### src/rtl/sad_pkg.sv
// Shared types and constants for the SAD engine.
package sad_pkg;

  typedef enum logic [1:0] {
    IDLE,
    RUN,
    DRAIN,
    DONE
  } sad_state_e;

  localparam int unsigned SAD_N_PIX_DEFAULT = 256;

  // Overflow-free accumulator width for n_pix unsigned differences of pix_w bits.
  function automatic int unsigned sad_width(input int unsigned pix_w, input int unsigned n_pix);
    return pix_w + $clog2(n_pix);
  endfunction

endpackage

### src/rtl/sad_absdiff.sv
// Combinational unsigned absolute difference |a - b|.
module sad_absdiff #(
  parameter int unsigned PIX_W = 8
) (
  input  logic [PIX_W-1:0] a_i,
  input  logic [PIX_W-1:0] b_i,
  output logic [PIX_W-1:0] d_o
);

  always_comb begin
    d_o = (a_i >= b_i) ? (a_i - b_i) : (b_i - a_i);
  end

endmodule

### src/rtl/sad_engine.sv
// Sum-of-absolute-differences engine: FSM, address counter, read-valid pipe
// and accumulator. Optional early termination: `define SAD_EARLY_TERM_EN.
module sad_engine
  import sad_pkg::*;
#(
  parameter int unsigned PIX_W   = 8,
  parameter int unsigned N_PIX   = SAD_N_PIX_DEFAULT,
  parameter int unsigned MEM_LAT = 1,
  parameter int unsigned AW      = $clog2(N_PIX),
  parameter int unsigned SAD_W   = sad_width(PIX_W, N_PIX)
) (
  input  logic             clk,
  input  logic             rst_n,
  input  logic             start,
  input  logic [SAD_W-1:0] thresh,
  output logic [AW-1:0]    addr,
  output logic             rd_en,
  input  logic [PIX_W-1:0] a_data,
  input  logic [PIX_W-1:0] b_data,
  output logic             busy,
  output logic             done,
  output logic             early,
  output logic [SAD_W-1:0] sad
);

  sad_state_e         state_q, state_d;
  logic [AW-1:0]      cnt_q, cnt_d;
  logic [MEM_LAT-1:0] vld_q, vld_d, vld_shift;
  logic [SAD_W-1:0]   acc_q, acc_d, acc_sum;
  logic [SAD_W-1:0]   sad_q, sad_d;
  logic [PIX_W-1:0]   diff;
  logic               acc_en;
  logic               trig;

  sad_absdiff #(.PIX_W(PIX_W)) u_absdiff (
    .a_i (a_data),
    .b_i (b_data),
    .d_o (diff)
  );

  assign acc_en    = vld_q[MEM_LAT-1];
  assign acc_sum   = acc_q + SAD_W'(diff);
  assign vld_shift = vld_q << 1;

  assign rd_en = (state_q == RUN);
  assign addr  = cnt_q;
  assign busy  = (state_q != IDLE);
  assign done  = (state_q == DONE);
  assign sad   = sad_q;

`ifdef SAD_EARLY_TERM_EN
  logic [SAD_W-1:0] thresh_q, thresh_d;
  logic             early_q, early_d;

  assign trig  = acc_en && (acc_sum > thresh_q);
  assign early = (state_q == DONE) && early_q;

  // Threshold capture at run start and sticky early-stop flag.
  always_comb begin
    thresh_d = thresh_q;
    early_d  = early_q;
    if (state_q == IDLE && start) begin
      thresh_d = thresh;
      early_d  = 1'b0;
    end
    if (trig) begin
      early_d = 1'b1;
    end
  end

  // Early-termination registers.
  always_ff @(posedge clk or negedge rst_n) begin
    if (!rst_n) begin
      thresh_q <= '0;
      early_q  <= 1'b0;
    end else begin
      thresh_q <= thresh_d;
      early_q  <= early_d;
    end
  end
`else
  logic unused_thresh;

  assign unused_thresh = ^thresh;
  assign trig          = 1'b0;
  assign early         = 1'b0;
`endif

  // Next-state, counter, valid pipe and accumulator.
  always_comb begin
    state_d = state_q;
    cnt_d   = cnt_q;
    acc_d   = acc_q;
    sad_d   = sad_q;
    vld_d   = vld_shift | MEM_LAT'(rd_en);
    if (acc_en) begin
      acc_d = acc_sum;
    end
    // An early stop discards every read still in flight.
    if (trig) begin
      vld_d = '0;
    end
    case (state_q)
      IDLE: begin
        if (start) begin
          state_d = RUN;
          cnt_d   = '0;
          acc_d   = '0;
        end
      end
      RUN: begin
        if (trig || cnt_q == AW'(N_PIX - 1)) begin
          state_d = DRAIN;
        end else begin
          cnt_d = cnt_q + AW'(1);
        end
      end
      DRAIN: begin
        // Leave one cycle early: the final in-flight pixel is summed on this
        // edge, so sad is already valid in the DONE cycle.
        if (trig || vld_shift == '0) begin
          state_d = DONE;
          sad_d   = acc_d;
        end
      end
      DONE: begin
        state_d = IDLE;
      end
      default: begin
        state_d = IDLE;
      end
    endcase
  end

  // State and datapath registers.
  always_ff @(posedge clk or negedge rst_n) begin
    if (!rst_n) begin
      state_q <= IDLE;
      cnt_q   <= '0;
      vld_q   <= '0;
      acc_q   <= '0;
      sad_q   <= '0;
    end else begin
      state_q <= state_d;
      cnt_q   <= cnt_d;
      vld_q   <= vld_d;
      acc_q   <= acc_d;
      sad_q   <= sad_d;
    end
  end

endmodule
### config.mk
export PLATFORM = sky130hd
export DESIGN_NAME = sad_engine
export DESIGN_NICKNAME = d
export VERILOG_FILES = /design/src/rtl/sad_pkg.sv /design/src/rtl/sad_absdiff.sv /design/src/rtl/sad_engine.sv
export SDC_FILE = /design/constraint.sdc
export NUM_CORES = 1
export LEC_CHECK = 0
export CAP_MARGIN = 25
export CORE_AREA = 2 2 79 81
export DETAILED_ROUTE_END_ITERATION = 8
export DIE_AREA = 0 0 81 83
export PLACE_DENSITY = 0.79
export SYNTH_ARGS = -nofsm -noshare
export SYNTH_HDL_FRONTEND = slang
export SYNTH_SLANG_ARGS = --single-unit
### constraint.sdc
create_clock -name clk -period 2.9 [get_ports clk]
set_input_delay 0.725 -clock clk [delete_from_list [all_inputs] [get_ports clk]]
set_output_delay 0.725 -clock clk [all_outputs]
set_load 0.01 [all_outputs]
Word level (Yosys, flattened, before mapping)
Index checks and enable logic that the tools add are counted.
{"block": "classes", "n_addsub": 4, "multipliers": 0, "div": 0, "order_cmp": 1, "eq_ne": 7, "shift": 0, "mux": 10, "bitwise": 0, "reduce_logical": 5}
{"operator": "$mux W16", "n": 3}
{"operator": "$mux W8", "n": 3}
{"operator": "$add A16 B8 Y16", "n": 1}
{"operator": "$pmux W8 S2", "n": 1}
{"operator": "$sub A8 B8 Y8", "n": 2}
{"operator": "$add A8 B1 Y8 const B", "n": 1}
{"operator": "$eq A8 B8 Y1 const B", "n": 1}
{"operator": "$ge A8 B8 Y1", "n": 1}
{"operator": "$pmux W2 S4", "n": 1}
{"operator": "$eq A2 B2 Y1 const B", "n": 2}
{"operator": "$mux W2", "n": 2}
{"operator": "$ne A2 B2 Y1 const B", "n": 2}
{"operator": "$reduce_bool A2 Y1", "n": 2}
{"operator": "$reduce_and A3 Y1", "n": 1}
{"operator": "$eq A2 B1 Y1 const B", "n": 1}
{"operator": "$logic_not A2 Y1", "n": 1}
{"operator": "$ne A2 B1 Y1 const B", "n": 1}
{"operator": "$reduce_and A2 Y1", "n": 1}
{"block": "totals", "reg_bits": 43, "latchBits": 0, "ramBits": 0, "romBits": 0, "output_inout_bits": 28, "elab_cells": 32, "memories": 0}

Depth between registers and ports, before layout
{"block": "depth", "ltp_word": 6, "mapped_depth": 18, "mapped_depth_nobuf": 17}

Modules after synthesis
A second synthesis with hierarchy kept.
{"block": "unflattened", "cells_unflattened": 336, "hier_area_um2": 3104.2}
{"mod": "sad_engine", "n_inst": 1, "cells_per_inst": 255, "area_each_um2": 2452.4, "seq_area_each_um2": 1076.0}
{"mod": "sad_absdiff", "n_inst": 1, "cells_per_inst": 81, "area_each_um2": 651.9, "seq_area_each_um2": 0.0}

Least setup slack after synthesis
No wires, ideal clock.
{"block": "synth_path", "path_kind": "input-to-reg", "start": "input a_data[0]", "end": "register sad_q[9], in the netlist sad[9]", "t_arrival_ps": 3911, "path_slack_ps": -1148, "stages": 17, "path_buffers": 1, "cell_sequence": "inv_1 > ha_1 > inv_1 > fa_1 > a21o_1 > a211oi_1 > o221a_1 > buf_6 > mux2i_2 > xnor2_1 > ha_1 > and3_1 > a221oi_2 > o221ai_1 > nand3_1 > xor2_1 > a21oi_1"}
{"block": "synth_between", "elab_chain_cells": 4, "word_cells_on_any_way": 6, "cone_classes": "add/sub: 3; order compare: 1; mux: 2"}
{"item": "start: declaration", "line": "sad_engine.sv:18", "source": "input logic [PIX_W-1:0] a_data,"}
{"item": "$sub A8 B8 Y8 or $ge A8 B8 Y1 (tied branches)", "line": "sad_absdiff.sv:11", "source": "d_o = (a_i >= b_i) ? (a_i - b_i) : (b_i - a_i);"}
{"item": "$mux W8 *", "line": "sad_absdiff.sv:11"}
{"item": "$add A16 B8 Y16 *", "line": "sad_engine.sv:42", "source": "assign acc_sum = acc_q + SAD_W'(diff);"}
{"item": "$mux W16 *", "line": "sad_engine.sv:96", "source": "if (acc_en) begin"}
{"item": "end signal: assignment", "line": "sad_engine.sv:142", "source": "sad_q <= '0;"}
{"item": "end signal: assignment", "line": "sad_engine.sv:148", "source": "sad_q <= sad_d;"}
{"item": "end: declaration", "line": "sad_engine.sv:30", "source": "logic [SAD_W-1:0] sad_q, sad_d;"}
Mark *: on every way between the ends. The rest lies on a longest branch, timed or not.
A chain may end at the register's enable or synchronous reset.

Worst setup path in the final report
{"block": "layout_path", "start": "input a_data[6]", "end": "register sad_q[12], in the netlist sad[12]"}
The elaborated chain is that of the path after synthesis.

==> run summary <==
The highest achievable clock rate came out at 263 MHz. The power density normalized to cell area is 854 nW/um2. The static leakage came out at 1.89 nW. The post-detailed-route wirelength per cell is 14.3 um. The worst max-slew margin expressed relative to the limit came out at 59.6%.

The top-level I/O count is 63. The classification of the worst-slack hold path is primary input to asynchronous set/reset pin. The aggregate global-route resource usage is 21.1%. The initialized floorplan defines 28 standard-cell rows. The count of endpoints failing hold in the final timing report is 0. The core utilization of the finished layout is 70.4%. In this run the critical register-to-register path is launched from acc_q[0].

The height of the die came out at 83 um. Before CTS, the worst setup slack after placement is -1.71 ns. STA classifies the critical path startpoint as a primary input. The count of H-tree levels built during CTS is 2.

The type of element capturing the critical path is a flip-flop. The net load switching power came out at 1.41 mW. The number of diodes came out at 0. The total CTS buffers is 5. The worst IR drop on VDD is 0.000738 V.

Sequential cells were found to cover 36.3% of the synthesized design area. The dominant cell type by area after synthesis is sky130_fd_sc_hd__dfrtp_1. The detailed-routing iteration count for the pre-antenna-repair pass is 4. The total number of yosys warnings came out at 0. TritonCTS built the clock tree. The total grt overflow came out at 0.

The starting density of the core is 50.9%. The initial antenna violation count came to 0. The part of the power in registers is 27.6%. Of the total power, combinational logic draws 58.8%. Yosys mapped a number of flops with a built-in enable equal to 0. The slack of the worst reg-to-reg path came out at 0.65 ns.

The data arrival time of the worst path is 3.97 ns. Counting cells, the worst reg-to-reg path comes to 10. Entering global routing, the biggest net connects 44 pins. At the later pin of the worst-skew pair, clock insertion delay measures 0.30 ns. The portion of synthesized cell area occupied by the leading cell type came out at 36.3%. The iteration-0 DRC count of the detailed router is 89. The final RePlAce weighted congestion is 0.916. The maximum count of clock buffers along a single path came out at 2.

The setup violation total in the final timing report came out at 30. The synthesized area per cell came out at 9.00 um2. The time the worst path needs with I/O delays and setup is 3.80 ns. The run finished, with violations left.

The count of max-cap constraint violations came out at 0. The number of hold buffers added after cts is 0. The core region is 5820 um2. The final clock skew came out at 0.00621 ns. Synthesis handed over a netlist of 329 instances.

The worst setup path is of the primary input to flip-flop kind. The final reports fail on negative setup slack. For the final routed database, the setup TNS stands at -21.22 ns. The die covers 6720 um2.

After layout, the worst setup slack is -0.897 ns. The die extent in x came out at 81 um. Of the cells placed in the final design, the portion with a size suffix greater than 1 is 22.4%. The worst register-to-register path ends at sad[12].

The number of global-route vias before repair is 2,662. At the pin with the least slew margin, the transition time is 0.606 ns. The internal portion of the total power is 2.09 mW. Wires add up to 6900 um.

The number of nets with antenna violations after routing is 0. The clock net sink count is 43. The number of nets at the end of the flow came out at 475. The max-slew violation count was 0. After synthesis the netlist holds a flip-flop and latch count of 43. The highest fanout seen on the critical path is 4. The fraction of power spent switching nets came out at 40.2%.

The signed area change from the synthesized netlist to the final layout is 38.2%. For this run, the leading register cell type out of synthesis is sky130_fd_sc_hd__dfrtp_1. The number of placed cells counting well taps came out at 471. Yosys attributes the largest share of cell area to sky130_fd_sc_hd__dfrtp_1, sky130_fd_sc_hd__ha_1, sky130_fd_sc_hd__a21oi_1.

In this run, the clock network consumes 13.6% of the power. The port buffer count is 45. The filler cell count is 450. The final non-filler cell total is 481.

Of all flip-flops after synthesis, the portion carrying an async set or reset was 100%. The launching element of the worst setup path is a_data[6]. The count of vias placed by the detailed router is 2,623. The cell at the root of the clock tree is sky130_fd_sc_hd__clkbuf_8.

For this run, design rule violations remaining after detail routing come to 0. After clock tree synthesis, the clock-pin slew on the worst setup and hold paths is 0.08 ns. Using the TritonRoute via totals, the vias-per-cell ratio works out to 5.45. Following the worst setup path forward leads to its endpoint at sad[12]. For the worst setup path, the data required time is 3.08 ns. Setup repair after global routing could not meet its margin everywhere. The synthesized cell area is 2960 um2. The period utilization came out at 131%. The synthesized net count came out at 399. The number of distinct library cell variants in the gate-level netlist after synthesis is 45.

The first-pass GRT wire length came out at 11,400 um. Summed over all nets, the half-perimeter wirelength after detailed placement is 4890 um.
power groups by stage:
stage | clock network [mW] | registers, mW | logic [mW]
global route | 0.504 | 0.989 | 2.29
global placement | 0 | 0.962 | 1.86
floorplan | 0 | 0.988 | 1.15
CTS | 0.485 | 0.954 | 1.98
finish | 0.475 | 0.964 | 2.05
detailed placement | 0 | 0.960 | 1.92
worst min-delay path by stage:
stage,startpoint,cells past startpoint,end,slack [ns]
finish,rst_n,1,addr[6],0.22
global route,rst_n,1,addr[6],0.22
CTS,sad[1],1,sad[1],0.53
detailed placement,sad[1],1,sad[1],0.51
global placement,sad[1],1,sad[1],0.50
floorplan,rst_n,0,acc_en,0.43
worst max-delay path, cell delays in order:
cell and delay (ns):
sky130_fd_sc_hd__clkdlybuf4s50_1 0.48, sky130_fd_sc_hd__inv_1 0.05, sky130_fd_sc_hd__ha_1 0.32, sky130_fd_sc_hd__nand4_1 0.13
sky130_fd_sc_hd__o221a_1 0.32, sky130_fd_sc_hd__buf_6 0.15, sky130_fd_sc_hd__mux2_2 0.23, sky130_fd_sc_hd__inv_1 0.05
sky130_fd_sc_hd__fa_1 0.42, sky130_fd_sc_hd__nand3b_1 0.22, sky130_fd_sc_hd__a21oi_2 0.16, sky130_fd_sc_hd__o211ai_1 0.10
sky130_fd_sc_hd__buf_4 0.16, sky130_fd_sc_hd__a21oi_1 0.18, sky130_fd_sc_hd__xnor2_1 0.18, sky130_fd_sc_hd__a21oi_1 0.10
cell type report:
type / instances / area, um2 / share of cell area [%]
clock inverters: 2 / 35.0 / 0.856
well taps: 75 / 93.8 / 2.29
clock buffers: 6 / 82.6 / 2.02
flip-flops and latches: 43 / 1080 / 26.3
inverters: 31 / 129 / 3.15
repair buffers: 83 / 753 / 18.4
multi-input cells: 241 / 1920 / 47.0
synth_stat cells (4+ instances only):
cell type	instances
sky130_fd_sc_hd__dfrtp_1	43
sky130_fd_sc_hd__a21oi_1	40
sky130_fd_sc_hd__nor2_1	38
sky130_fd_sc_hd__ha_1	32
sky130_fd_sc_hd__inv_1	31
sky130_fd_sc_hd__nand2_1	21
sky130_fd_sc_hd__o21ai_0	13
sky130_fd_sc_hd__mux2i_1	12
sky130_fd_sc_hd__xnor2_1	11
sky130_fd_sc_hd__clkbuf_1	10
sky130_fd_sc_hd__xor2_1	9
sky130_fd_sc_hd__nand3_1	7
sky130_fd_sc_hd__and3_1	6
sky130_fd_sc_hd__nand4_1	5
sky130_fd_sc_hd__a21o_1	4
sky130_fd_sc_hd__nor3_1	4
sequential cells by signal, summed over array words and instances, names as in the netlist:
register	flops
addr	8
sad	16
acc_q	16
state_q	2
acc_en	1
kinds of logic (layout without fill, tap and decap cells):
group           count (synthesis)  after routing  share of synthesized area, %
compound gates                 78             78                          16.0
flops                          43             43                          36.3
fa+ha+maj                      35             35                          15.6
other cells                     1              1                         0.127
mux                            16             16                          5.79
buf+inv                        45            122                          6.13
simple gates                   91             91                          14.1
xor+xnor                       20             20                          5.92
routing by layer:
layer / share of wire [%] / vias to the layer above / track usage [%] / wire (um)
li1: - / 1265 / - / -
met1: 43 / 1270 / 27.5 / 2950
met2: 50 / 71 / 34.2 / 3420
met3: 5.3 / 17 / 4.67 / 364
met4: 2.3 / 0 / 7.40 / 159
met5: 0 / - / 0 / 0
through the flow:
step / instance area (um2) / hold slack (ns) / total power [mW]
6_report: 4090 / 0.221 / 3.49
3_3_place_gp: 3790 / 0.498 / 2.83
4_1_cts: 3980 / 0.526 / 3.42
2_1_floorplan: 3040 / 0.429 / 2.14
3_5_place_dp: 3790 / 0.507 / 2.88
5_1_grt: 4090 / 0.222 / 3.79
repair_timing:
| action | in CTS | in global routing |
|---|---|---|
| setup buffers | 1 | 1 |
| resized for setup | 34 | 17 |
| hold endpoints to repair | 0 | 0 |
| setup endpoints to repair | 30 | 30 |
| pin swaps | 26 | 19 |
cells in the final DEF, fill, tap and decap left out, drive strengths merged, types with 3 or more instances in the layout:
master / count
dfrtp: 43
buf: 41
a21oi: 40
nor2: 38
clkdlybuf4s50: 36
ha: 32
inv: 31
nand2: 21
o21ai: 14
mux2i: 13
xnor2: 11
xor2: 9
nand3: 7
clkbuf: 7
and3: 6
nand4: 5
a21o: 5
nor3: 4
dlygate4sd2: 4
and4: 3
o211ai: 3
mux2: 3
a211oi: 3
fa: 3
Power figures use the tool's default switching activity.
